## config.mk

```make
export PLATFORM = sky130hd
export DESIGN_NAME = irq_event_source
export DESIGN_NICKNAME = d
export VERILOG_FILES = /design/src/rtl/irq_event_source.sv
export SDC_FILE = /design/constraint.sdc
export NUM_CORES = 1
export LEC_CHECK = 0
export BUFFER_PORTS_ARGS = -buffer_cell sky130_fd_sc_hd__buf_2
export CAP_MARGIN = 20
export CORE_MARGIN = 1.5
export CORE_UTILIZATION = 55
export CTS_CLUSTER_SIZE = 40
export DETAILED_ROUTE_END_ITERATION = 12
export GPL_TIMING_DRIVEN = 0
export HOLD_SLACK_MARGIN = 0.12
export PLACE_DENSITY = 0.84
export SLEW_MARGIN = 20
export SYNTH_ARGS = -nofsm -noshare
export SYNTH_HDL_FRONTEND = slang
export SYNTH_SLANG_ARGS = --single-unit
```

## constraint.sdc

```tcl
create_clock -name clk -period 1.9 [get_ports clk]
set_input_delay 0.19 -clock clk [delete_from_list [all_inputs] [get_ports clk]]
set_output_delay 0.19 -clock clk [all_outputs]
set_load 0.02 [all_outputs]
```

## src/rtl/irq_event_source.sv

```systemverilog
// irq_event_source
// Partition-side interrupt generator. Each vector turns single-cycle event
// pulses into one rising edge on irq_req. Events that arrive while a request
// is outstanding, or while the vector is disabled, are coalesced into a
// saturating pending count and reported through last_cnt when the next
// request issues. If no ACK arrives within TIMEOUT cycles, the request is
// dropped and a sticky timeout flag is raised.
//
// Per-vector FSM:
//   state  | meaning
//   IDLE   | no request outstanding; issues as soon as enabled with events pending
//   WAIT   | irq_req held high until ACK or timeout
module irq_event_source #(
    parameter int IRQ_NUM = 16,
    parameter int CNT_W   = 8,
    parameter int TIMEOUT = 1024
) (
    input  logic                     clk,
    input  logic                     resetn,
    input  logic [IRQ_NUM-1:0]       ev_pulse,
    input  logic [IRQ_NUM-1:0]       irq_en,
    output logic [IRQ_NUM-1:0]       irq_req,
    input  logic [IRQ_NUM-1:0]       irq_ack,
    input  logic [IRQ_NUM-1:0]       clr_timeout,
    output logic [IRQ_NUM-1:0]       busy,
    output logic [IRQ_NUM-1:0]       timeout_flag,
    output logic [IRQ_NUM*CNT_W-1:0] last_cnt
);

    // Timer runs 0 .. TIMEOUT-1 while a request is outstanding.
    localparam int               TMR_W    = (TIMEOUT > 1) ? $clog2(TIMEOUT) : 1;
    localparam int               TMO_LAST = (TIMEOUT > 0) ? (TIMEOUT - 1) : 0;
    localparam logic [TMR_W-1:0] TMR_LAST = TMR_W'(TMO_LAST);
    localparam bit               TMO_EN   = (TIMEOUT != 0);
    localparam logic [CNT_W-1:0] CNT_MAX  = '1;

    typedef enum logic {
        S_IDLE = 1'b0,
        S_WAIT = 1'b1
    } state_t;

    genvar gi;
    generate
        for (gi = 0; gi < IRQ_NUM; gi++) begin : g_vec
            state_t           r_state;
            state_t           w_state_nxt;
            logic [CNT_W-1:0] r_pend;
            logic [CNT_W-1:0] w_pend_sat;
            logic [CNT_W-1:0] r_last;
            logic [TMR_W-1:0] r_timer;
            logic             r_tmo_flag;
            logic             w_start;
            logic             w_ack;
            logic             w_tmo_hit;
            logic             w_req;

            // Pending count plus this cycle's event, clamped instead of wrapping
            always_comb begin
                w_pend_sat = r_pend;
                if (ev_pulse[gi] && (r_pend != CNT_MAX)) begin
                    w_pend_sat = r_pend + CNT_W'(1);
                end
            end

            // A same-cycle event counts as pending so the request goes out with 1-cycle latency
            assign w_start   = (r_state == S_IDLE) && irq_en[gi] &&
                               ((r_pend != '0) || ev_pulse[gi]);
            // ACK only matters while a request is outstanding; in IDLE it is spurious
            assign w_ack     = (r_state == S_WAIT) && irq_ack[gi];
            // ACK wins over a coincident timeout
            assign w_tmo_hit = TMO_EN && (r_state == S_WAIT) &&
                               (r_timer == TMR_LAST) && !irq_ack[gi];

            // State register
            always_ff @(posedge clk) begin
                if (!resetn) begin
                    r_state <= S_IDLE;
                end else begin
                    r_state <= w_state_nxt;
                end
            end

            // Next-state logic; WAIT always returns through IDLE so irq_req sees a low cycle
            always_comb begin
                w_state_nxt = r_state;
                case (r_state)
                    S_IDLE: if (w_start) w_state_nxt = S_WAIT;
                    S_WAIT: if (w_ack || w_tmo_hit) w_state_nxt = S_IDLE;
                    default: w_state_nxt = S_IDLE;
                endcase
            end

            // Outputs decoded straight from the state flop, so they are registered
            always_comb begin
                w_req = (r_state == S_WAIT);
            end

            assign irq_req[gi] = w_req;
            assign busy[gi]    = w_req;

            // Pending events: cleared when handed to a new request, otherwise accumulate
            always_ff @(posedge clk) begin
                if (!resetn) begin
                    r_pend <= '0;
                end else if (w_start) begin
                    r_pend <= '0;
                end else begin
                    r_pend <= w_pend_sat;
                end
            end

            // Snapshot of the events covered by the request being issued
            always_ff @(posedge clk) begin
                if (!resetn) begin
                    r_last <= '0;
                end else if (w_start) begin
                    r_last <= w_pend_sat;
                end
            end

            // ACK timer: restarted on issue, advances only while waiting
            always_ff @(posedge clk) begin
                if (!resetn) begin
                    r_timer <= '0;
                end else if (w_start) begin
                    r_timer <= '0;
                end else if (TMO_EN && (r_state == S_WAIT)) begin
                    r_timer <= r_timer + TMR_W'(1);
                end
            end

            // Sticky timeout flag; a new timeout beats a coincident clear
            always_ff @(posedge clk) begin
                if (!resetn) begin
                    r_tmo_flag <= 1'b0;
                end else if (w_tmo_hit) begin
                    r_tmo_flag <= 1'b1;
                end else if (clr_timeout[gi]) begin
                    r_tmo_flag <= 1'b0;
                end
            end

            assign timeout_flag[gi]             = r_tmo_flag;
            assign last_cnt[gi*CNT_W +: CNT_W]  = r_last;
        end
    endgenerate

endmodule

```

# Word-level counts from Yosys, hierarchy flattened
# Cells that the tools add are included.
# totals
regBits	448
latchBits	0
mem_bits_rw	0
mem_bits_ro	0
out_inout_bits	176
word_cells	449
memories	0
# op_classes
n_addsub	32
multipliers	0
div	0
magnitude_cmp	0
n_eq_ne	32
n_shift	0
n_mux	96
bitwise_logic	17
reduce_logical	192
# ops
operator	n
$add A10 B1 Y10 const B	16
$eq A10 B10 Y1 const B	16
$add A8 B1 Y8 const B	16
$mux W8	16
$ne A8 B8 Y1 const B	16
$reduce_bool A8 Y1	16
$logic_and A1 B1 Y1	96
$mux W1	64
$logic_or A1 B1 Y1	32
$pmux W1 S2	16
$reduce_bool A2 Y1	16
$reduce_or A2 Y1	16
$not A1 Y1	17
$logic_not A1 Y1	16

# Logic depth before layout (Yosys ltp)
# Gate-level depths: netlist of the first run.
# logic_depth
word_depth	6
mapped_depth	8

# Worst setup path before layout of the first run
# OpenSTA, ideal clock, no wires.
# synth_path
path_type	register to register
startpoint	register g_vec[6].r_pend[1]
endpoint	register g_vec[6].r_last[6]
setup_ps	122
t_arrival_ps	1440
required_ps	1778
setup_slack_ps	338
stages_incl_launch_ff	6
n_path_buf	0
synth_period_minus_slack_ps	1562
cell_sequence	dfxtp_1 > ha_1 > nand3_1 > or4b_2 > o21ai_0 > o2bb2ai_1
# synth_via
elab_chain_cells	3
word_cells_on_any_way	7
cone_classes	1 x add/sub; 1 x eq/ne; 1 x mux; 4 x reduce/logical
# synth_lines
element	line	rtl
start: declaration	47	logic [CNT_W-1:0] r_pend;
start signal: assignment	108	r_pend <= w_pend_sat;
parallel branches: the longest is 3 deep, another holds $add A8 B1 Y8	n/a	
end signal: assignment	117	r_last <= w_pend_sat;
end: declaration	49	logic [CNT_W-1:0] r_last;
# Several ways; the timed one is not identified.
# A chain may end at the register's enable or synchronous reset.

# Final worst setup path of the first run
# layout_path
startpoint	register g_vec[4].r_pend[1]
endpoint	register g_vec[4].r_last[1]
# layout_via
elab_chain_cells	3
word_cells_on_any_way	7
cone_classes	1 x add/sub; 1 x eq/ne; 1 x mux; 4 x reduce/logical
# layout_lines
element	line
start: declaration	47
start signal: assignment	108
parallel branches: the longest is 3 deep, another holds $add A8 B1 Y8	n/a
end signal: assignment	117
end: declaration	49
# Several ways; the timed one is not identified.

==> results of run 1 <==
==> cell usage after synthesis, drive strengths merged (2+ instances only) <==
| cell | instances | area share |
|---|---|---|
| o32ai | 3 | 0.0014 |
| o211ai | 12 | 0.0047 |
| nand3 | 78 | 0.020 |
| and3 | 25 | 0.0082 |
| buf | 112 | 0.037 |
| nand2 | 140 | 0.027 |
| a21oi | 21 | 0.0055 |
| xor2 | 61 | 0.028 |
| nand3b | 12 | 0.0047 |
| nand4b | 3 | 0.0014 |
| o22ai | 3 | 0.00097 |
| a41oi | 2 | 0.00091 |
| mux2i | 73 | 0.038 |
| or4 | 9 | 0.0035 |
| o21ai | 81 | 0.021 |
| ha | 48 | 0.031 |
| o31ai | 12 | 0.0047 |
| a32o | 5 | 0.0026 |
| a21o | 8 | 0.0031 |
| o2111ai | 3 | 0.0014 |
| inv | 78 | 0.015 |
| dfxtp | 448 | 0.47 |
| xnor2 | 102 | 0.046 |
| or4b | 5 | 0.0026 |
| nor4 | 21 | 0.0071 |
| a21boi | 4 | 0.0016 |
| clkbuf | 12 | 0.0024 |
| nor4b | 17 | 0.0080 |
| or3 | 2 | 0.00065 |
| nand4 | 85 | 0.028 |
| o2bb2ai | 122 | 0.055 |
| a22o | 3 | 0.0014 |
| nand2b | 43 | 0.014 |
| and4 | 28 | 0.013 |
| and2 | 9 | 0.0029 |
| nor2 | 336 | 0.065 |
| nor2b | 30 | 0.0097 |
| nor3b | 3 | 0.0012 |
| nor3 | 44 | 0.011 |
==> worst max path at each step <==
stage,start,to,slack (ns),cells past startpoint
after floorplan,g_vec[6].r_pend[1]$_SDFF_PP0_,g_vec[6].r_last[6]$_SDFFE_PN0P_,0.34,5
after global placement,resetn,g_vec[2].r_last[5]$_SDFFE_PN0P_,-0.39,6
after detailed placement,resetn,g_vec[2].r_last[4]$_SDFFE_PN0P_,-0.41,6
after CTS,g_vec[9].r_pend[0]$_SDFF_PP0_,g_vec[9].r_timer[4]$_SDFFE_PP0P_,0.03,8
after global routing,g_vec[13].r_pend[0]$_SDFF_PP0_,g_vec[13].r_timer[6]$_SDFFE_PP0P_,-0.03,7
final,g_vec[4].r_pend[1]$_SDFF_PP0_,g_vec[4].r_last[1]$_SDFFE_PN0P_,0.07,5
==> cell type report <==
cell class / instances / area (um2)
clock buffer: 66 / 1296
multi-input combinational: 1462 / 9310
clock inverter: 16 / 262.8
inverter: 78 / 292.8
timing repair buffer: 293 / 1724
sequential: 448 / 8969
tap: 455 / 569.3
buffer: 117 / 740.7
fill: 2701 / 11380
==> tightest hold or removal path, stage by stage <==
cell                       delay, ns
sky130_fd_sc_hd__buf_2          0.18
sky130_fd_sc_hd__nand2b_1       0.11
sky130_fd_sc_hd__buf_6          0.14
sky130_fd_sc_hd__nor2_1         0.05
==> cell families (layout without fill, tap and decap cells) <==
group,Yosys count,in the layout,share of synthesized area
adders and majority gates,48,48,0.03115
buffers and inverters,202,570,0.05451
and+or+nand+nor,891,891,0.2293
AOI/OAI and AO/OA,287,287,0.1080
DFF,448,448,0.4651
muxes,73,73,0.03789
xor gates and xnor gates,163,163,0.07404
==> power breakdown <==
group          internal (uW)  leakage (uW)  switching [uW]  total [uW]
sequential              9560       0.00362             141        9700
clock                   5570      0.000762            3700        9270
combinational            655       0.00479             954        1610
==> state kept, by name (all words and copies together) (netlist names) <==
name / flops
g_vec.r_last: 128
g_vec.r_tmo_flag: 16
g_vec.r_pend: 128
g_vec.r_state: 16
g_vec.r_timer: 160
==> layout by cell type (no fill, tap or decap), types with 49 or more instances in the layout <==
cell type                       synthesis  routed
sky130_fd_sc_hd__dfxtp_1              448     448
sky130_fd_sc_hd__nor2_1               336     336
sky130_fd_sc_hd__buf_2                 59     288
sky130_fd_sc_hd__nand2_1              140     140
sky130_fd_sc_hd__o2bb2ai_1            122     122
sky130_fd_sc_hd__xnor2_1              102     102
sky130_fd_sc_hd__nand4_1               84      84
sky130_fd_sc_hd__o21ai_0               80      79
sky130_fd_sc_hd__inv_1                 78      78
sky130_fd_sc_hd__nand3_1               78      76
sky130_fd_sc_hd__mux2i_1               73      73
sky130_fd_sc_hd__xor2_1                61      61
sky130_fd_sc_hd__dlygate4sd3_1          0      51
sky130_fd_sc_hd__buf_4                 48      49
==> layer usage <==
layer	share of wire	wire (um)	vias to the layer above
met5	0	0	-
met1	0.43	19130	7695
li1	-	-	8019
met4	0.034	1513	0
met2	0.48	21740	514
met3	0.055	2452	111
==> through the flow <==
stage / hold slack, ns / total power [uW]
after detailed placement: 0.3984 / 11420
final: 0.1750 / 20580
after global routing: 0.1541 / 21320
after CTS: 0.1568 / 20720
after global placement: 0.3925 / 11360
after floorplan: 0.2908 / 10920
==> timing repair <==
item | in CTS | in global routing
hold buffers | 51 | 0
setup buffers | 0 | 1
endpoints found under the setup margin | 0 | 109
hold endpoints to repair | 66 | 0
resized for setup | 0 | 18
==> results.tsv, run 1 <==
stage	metric	value	unit
critical_path	worst-r2r-cell-count	5	
yosys	netlist_instances	2112	
pwr	vdd_drop_max	0.7190	mV
layout	drive_above_1_share	0.1758	
detailed_routing	remaining_drc_errors	0	
pwr	power_leakage	0.009170	uW
timing	clock.fmax	546.1	MHz
floorplan	pin_count	242	
hold_path	worstHoldPathType	input pin to flop	
place	place_worst_setup_slack	-0.4095	ns
critical_path	timing.critical_path.fanout_max	6	
critical_path	crit_chain	ha_1 -> nand3_1 -> o21ai_0 -> mux2i_1 -> o2bb2ai_1	
detailed_routing	vias	16340	
clock_network	cts-buffers-inserted	45	
clock_network	insertion_delay	0.56	ns
floorplan	chipWidth	190.2	um
layout	layout.cell_area.non_filler	23160	um2
floorplan	die_area	36190	um2
yosys	synth-async-reset-ratio	0	
timing	worstMarginPinSlew	1.171	ns
detailed_routing	avgRoutedWirePerCell	15.28	um
critical_path	cpLargestDelayFamily	compound AO/OA/AOI/OAI gates	
yosys	synth_edf_count	0	
yosys	netlist-cell-type-count	59	
global_route	global_route.peak_usage_layer	met2	
layout	flow.area_growth_from_synthesis	20.13	%
yosys	syn_avg_cell_area	9.130	um2
place	placed_cells_incl_taps	2808	
timing	finalClockSkew	0.01575	ns
critical_path	max_stage_delay_cell_worst_path	sky130_fd_sc_hd__o21ai_0	
layout	finalCoreUtilization	0.6706	
clock_network	cts-root-buf	sky130_fd_sc_hd__clkbuf_16	
detailed_routing	detail_route.wirelength	44840	um
critical_path	worst_r2r_startpoint	g_vec[4].r_pend[1]$_SDFF_PP0_	
global_route	grt.total_usage	0.2418	
critical_path	reg2reg_slack	0.07	ns
floorplan	initial_core_util	0.5582	
detailed_routing	detail_route.iter0.violations	1037	
run	max_cap_violations	0	
place	detailedPlacementHpwl	31030	um
global_route	gr-usage-met3	0.03809	
hold_path	hold-path-cell-count	4	
clock_network	cts_num_sinks	448	
timing	timing.slew.headroom	0.2194	
yosys	synth_sequential_area_ratio	0.4651	
global_route	grt_pass1_vias	15540	
clock_network	cts_tree	done	
place	port_buffers	241	
critical_path	max_stage_delay	0.40	ns
timing	timing.final.crit_share	0.9637	
floorplan	placement_rows	68	
place	placed_cell_area	21060	um2
timing	finalWorstSetupSlack	0.06893	ns
clock_network	cts.path.max_buffers	3	
global_route	antenna_violations_before_repair	1	
timing	finalWorstPathRequiredPeriod	1.831	ns
hold_path	hold_path_end	g_vec[15].r_timer[9]$_SDFFE_PP0P_	
floorplan	fp.coreArea	34540	um2
yosys	yosysWarnings	0	
global_route	grt_pass1_wl	73110	um
detailed_routing	route.antenna.remaining_nets	0	
floorplan	die_height	190.2	um
timing	setup_tns	0	ns
yosys	postSynth.topFlopCell	sky130_fd_sc_hd__dfxtp_1	
timing	drv_slew	0	
global_route	globalRouteMet2Util	0.4220	
critical_path	crit_path_end_kind	flop	
critical_path	critical_setup_path_class	flop to flop	
global_route	grtUsageMet1	0.2984	
hold_path	hold_start	resetn	
critical_path	r2r_end	g_vec[4].r_last[1]$_SDFFE_PN0P_	
timing	setup-violations-final	0	
critical_path	critPathLaunchType	flop	
global_route	maximum_number_of_pins_on_one_net_before_global_route_repair	15	
detailed_routing	route.detailed.vias_per_inst	5.567	
critical_path	worstPathArrival	2.27	ns
layout	nNetsFinal	2559	
status	outcome	finished, final reports clean	
yosys	syn-num-nets	2226	
detailed_routing	drt_first_pass_iters	5	
pwr	power.density_cell_area	888.5	nW/um2
layout	final-instance-count-excl-fill	2935	
global_route	grt_remaining_overflow	0	
yosys	ys_ff_latch	448	
layout	insertedDiodeCount	0	
timing	timing.final.hold_violations	0	
critical_path	cp.required	2.34	ns
clock_network	ctsHtreeMaxLevel	2	
yosys	post_synth_instance_area	19280	um2
critical_path	worstPathBufferInverterCount	0	
clock_network	worst_setup_hold_path_clk_slew	0.06	ns
place	place.gp.congestion	0.9490	
(Power assumes the default switching activity.)
==> inputs of run 2 (changes only) <==
--- a/config.mk
+++ b/config.mk
@@ -7,6 +7,7 @@
 export LEC_CHECK = 0
 export BUFFER_PORTS_ARGS = -buffer_cell sky130_fd_sc_hd__buf_2
 export CAP_MARGIN = 20
+export CORE_ASPECT_RATIO = 1.5
 export CORE_MARGIN = 1.5
 export CORE_UTILIZATION = 55
 export CTS_CLUSTER_SIZE = 40
==> results.tsv, run 2 (same netlist as run 1, synthesis figures left out) <==
stage	metric	value	unit	change
timing	clock.fmax	545.6	MHz	-0.11%
clock_network	cts-buffers-inserted	41		-8.9%
critical_path	worstPathArrival	2.29	ns	+0.02 ns
layout	flow.area_growth_from_synthesis	19.25	%	
clock_network	cts_num_sinks	448		unchanged
detailed_routing	detail_route.iter0.violations	711		-31%
detailed_routing	detail_route.wirelength	44770	um	-0.17%
critical_path	timing.critical_path.fanout_max	10		+4
layout	layout.cell_area.non_filler	22990	um2	-0.74%
critical_path	cpLargestDelayFamily	buffers and inverters		
critical_path	cp_num_cells	6		+1
critical_path	critical_path.most_common_cell	sky130_fd_sc_hd__buf_2		
layout	largestRegisters	g_vec.r_timer (160), g_vec.r_last (128), g_vec.r_pend (128)		
floorplan	pin_count	242		unchanged
status	outcome	finished, final reports clean		
critical_path	crit_chain	buf_2 -> buf_2 -> clkbuf_1 -> nor2b_1 -> buf_2 -> o2bb2ai_1		
critical_path	worstPathBufferInverterCount	4		+4
floorplan	fp.coreArea	34370	um2	-0.49%
global_route	maximum_number_of_pins_on_one_net_before_global_route_repair	17		+2
layout	finalCoreUtilization	0.6689		-0.001692
detailed_routing	remaining_drc_errors	0		unchanged
floorplan	placement_rows	83		+22%
timing	timing.slew.headroom	0.2161		-0.003346
floorplan	initial_core_util	0.5610		+0.002743
pwr	power.density_cell_area	868.8	nW/um2	-2.2%
critical_path	cp-startpoint	resetn		
timing	worstMarginPinSlew	1.176	ns	+0.005020 ns
timing	timing.final.crit_share	0.9647		+0.001017
clock_network	insertion_delay	0.55	ns	about the same
clock_network	cts-root-buf	sky130_fd_sc_hd__clkbuf_16		
layout	leading_cell_types_in_the_layout_fill_and_taps_excluded	sky130_fd_sc_hd__dfxtp_1 (447), sky130_fd_sc_hd__nor2_1 (336), sky130_fd_sc_hd__buf_2 (284)		
detailed_routing	drt_first_pass_iters	5		unchanged
timing	finalWorstPathRequiredPeriod	1.833	ns	+0.001933 ns
timing	finalClockSkew	0.01327	ns	-0.002479 ns
timing	setup-violations-final	0		unchanged
floorplan	die_height	232.3	um	+22%
critical_path	max_stage_delay_cell_worst_path	sky130_fd_sc_hd__clkbuf_1		
critical_path	r2r_end	g_vec[9].r_last[1]$_SDFFE_PN0P_		
detailed_routing	vias	16320		-0.10%
clock_network	cts.path.max_buffers	3		unchanged
critical_path	critical_setup_path_class	input pin to flop		
detailed_routing	route.antenna.remaining_nets	0		unchanged
global_route	antenna_violations_before_repair	1		unchanged
timing	timing.final.hold_violations	0		unchanged
layout	mostFrequentLayoutCell	sky130_fd_sc_hd__dfxtp_1		
global_route	grt.total_usage	0.2420		about the same
layout	nNetsFinal	2551		-0.31%
clock_network	ctsHtreeMaxLevel	2		unchanged
critical_path	max_stage_delay	0.91	ns	+0.51 ns
run	max_cap_violations	0		unchanged
critical_path	destination_of_the_critical_timing_path	g_vec[14].r_last[4]$_SDFFE_PN0P_		
critical_path	cp.required	2.35	ns	about the same
clock_network	cts_tree	done		
layout	number_of_flip_flops_in_the_largest_register	160		unchanged
place	detailedPlacementHpwl	31320	um	+0.93%
place	placed_cell_area	21070	um2	about the same
pwr	vdd_drop_max	0.6972	mV	-3.0%
timing	worst_slack_on_hold_paths	0.1451	ns	-0.02985 ns
hold_path	worstHoldPathType	input pin to flop		
hold_path	hold-path-cell-count	4		unchanged
place	port_buffers	241		unchanged
critical_path	critPathLaunchType	input pin		
timing	drv_slew	0		unchanged
global_route	grt_remaining_overflow	0		unchanged
layout	drive_above_1_share	0.1741		-0.001717
critical_path	reg2reg_slack	0.07	ns	about the same
critical_path	crit_path_end_kind	flop		
floorplan	chipWidth	155.9	um	-18%
pwr	power_leakage	0.009082	uW	-0.96%
layout	largest_register	g_vec.r_timer		
floorplan	die_area	36210	um2	about the same
clock_network	worst_setup_hold_path_clk_slew	0.07	ns	about the same
place	place.gp.congestion	0.8823		-7.0%
critical_path	worst_r2r_startpoint	g_vec[9].r_pend[1]$_SDFF_PP0_		
detailed_routing	avgRoutedWirePerCell	15.24	um	-0.27%
global_route	grt_pass1_wl	72410	um	-0.95%
critical_path	worst-r2r-cell-count	5		unchanged
global_route	grt_pass1_vias	15900		+2.3%
detailed_routing	route.detailed.vias_per_inst	5.555		-0.21%
run 2: report_power, final:
part | switching (uW) | internal, uW
registers | 145 | 9560
clock network | 3660 | 5000
logic | 953 | 658
total | 4760 | 15200
run 2: worst register-to-register path, delay by kind of cell, from the launching register on:
family | cells | cell delay [ns]
and+or+nand+nor | 1 | 0.14
muxes | 1 | 0.41
DFF | 1 | 0.41
adders and majority gates | 1 | 0.25
AOI/OAI and AO/OA | 2 | 0.50
run 2: worst min-delay path by stage:
stage                      from                            end  slack [ns]
global placement    irq_ack[10]   g_vec[10].r_state$_SDFF_PN0_        0.40
detailed placement   irq_ack[7]    g_vec[7].r_state$_SDFF_PN0_        0.40
CTS                 ev_pulse[8]  g_vec[8].r_pend[2]$_SDFF_PP0_        0.13
finish              ev_pulse[8]  g_vec[8].r_pend[2]$_SDFF_PP0_        0.15
global route        ev_pulse[7]  g_vec[7].r_pend[2]$_SDFF_PP0_        0.15
floorplan           irq_ack[10]   g_vec[10].r_state$_SDFF_PN0_        0.29
run 2: what timing repair did:
item                                   4_1_cts  5_1_grt
setup buffers                                0        3
hold buffers                                46        0
setup endpoints to repair                    0      115
resized for setup                            0       21
endpoints found under the hold margin       60        0
run 2: metrics by stage:
step / TNS (ns) / setup slack (ns) / cells / power, uW
2_1_floorplan: 0 / 0.3376 / 2112 / 10920
3_3_place_gp: -62.39 / -0.4854 / 2820 / 11360
3_5_place_dp: -45.51 / -0.4970 / 2820 / 11420
4_1_cts: 0 / 0.01279 / 2942 / 20120
5_1_grt: -0.2150 / -0.03402 / 2938 / 20670
6_report: 0 / 0.06700 / 2938 / 19980
run 2: per-layer routing:
metal	wire length, um	vias to the layer above	GRT usage
met3	2244	143	0.03845
li1	-	7989	-
met4	2136	0	0.1256
met1	17480	7729	0.2558
met5	0	-	0
met2	22900	461	0.4557
run 2: layout make-up:
class                      instances  area (um2)
antenna                            1       2.502
buffer                           116       749.5
clock buffer                      57        1156
clock inverter                    19       269.0
fill                            2577       11380
inverter                          78       292.8
multi-input combinational       1462        9280
sequential                       448        8970
tap                              467       584.3
timing repair buffer             290        1689
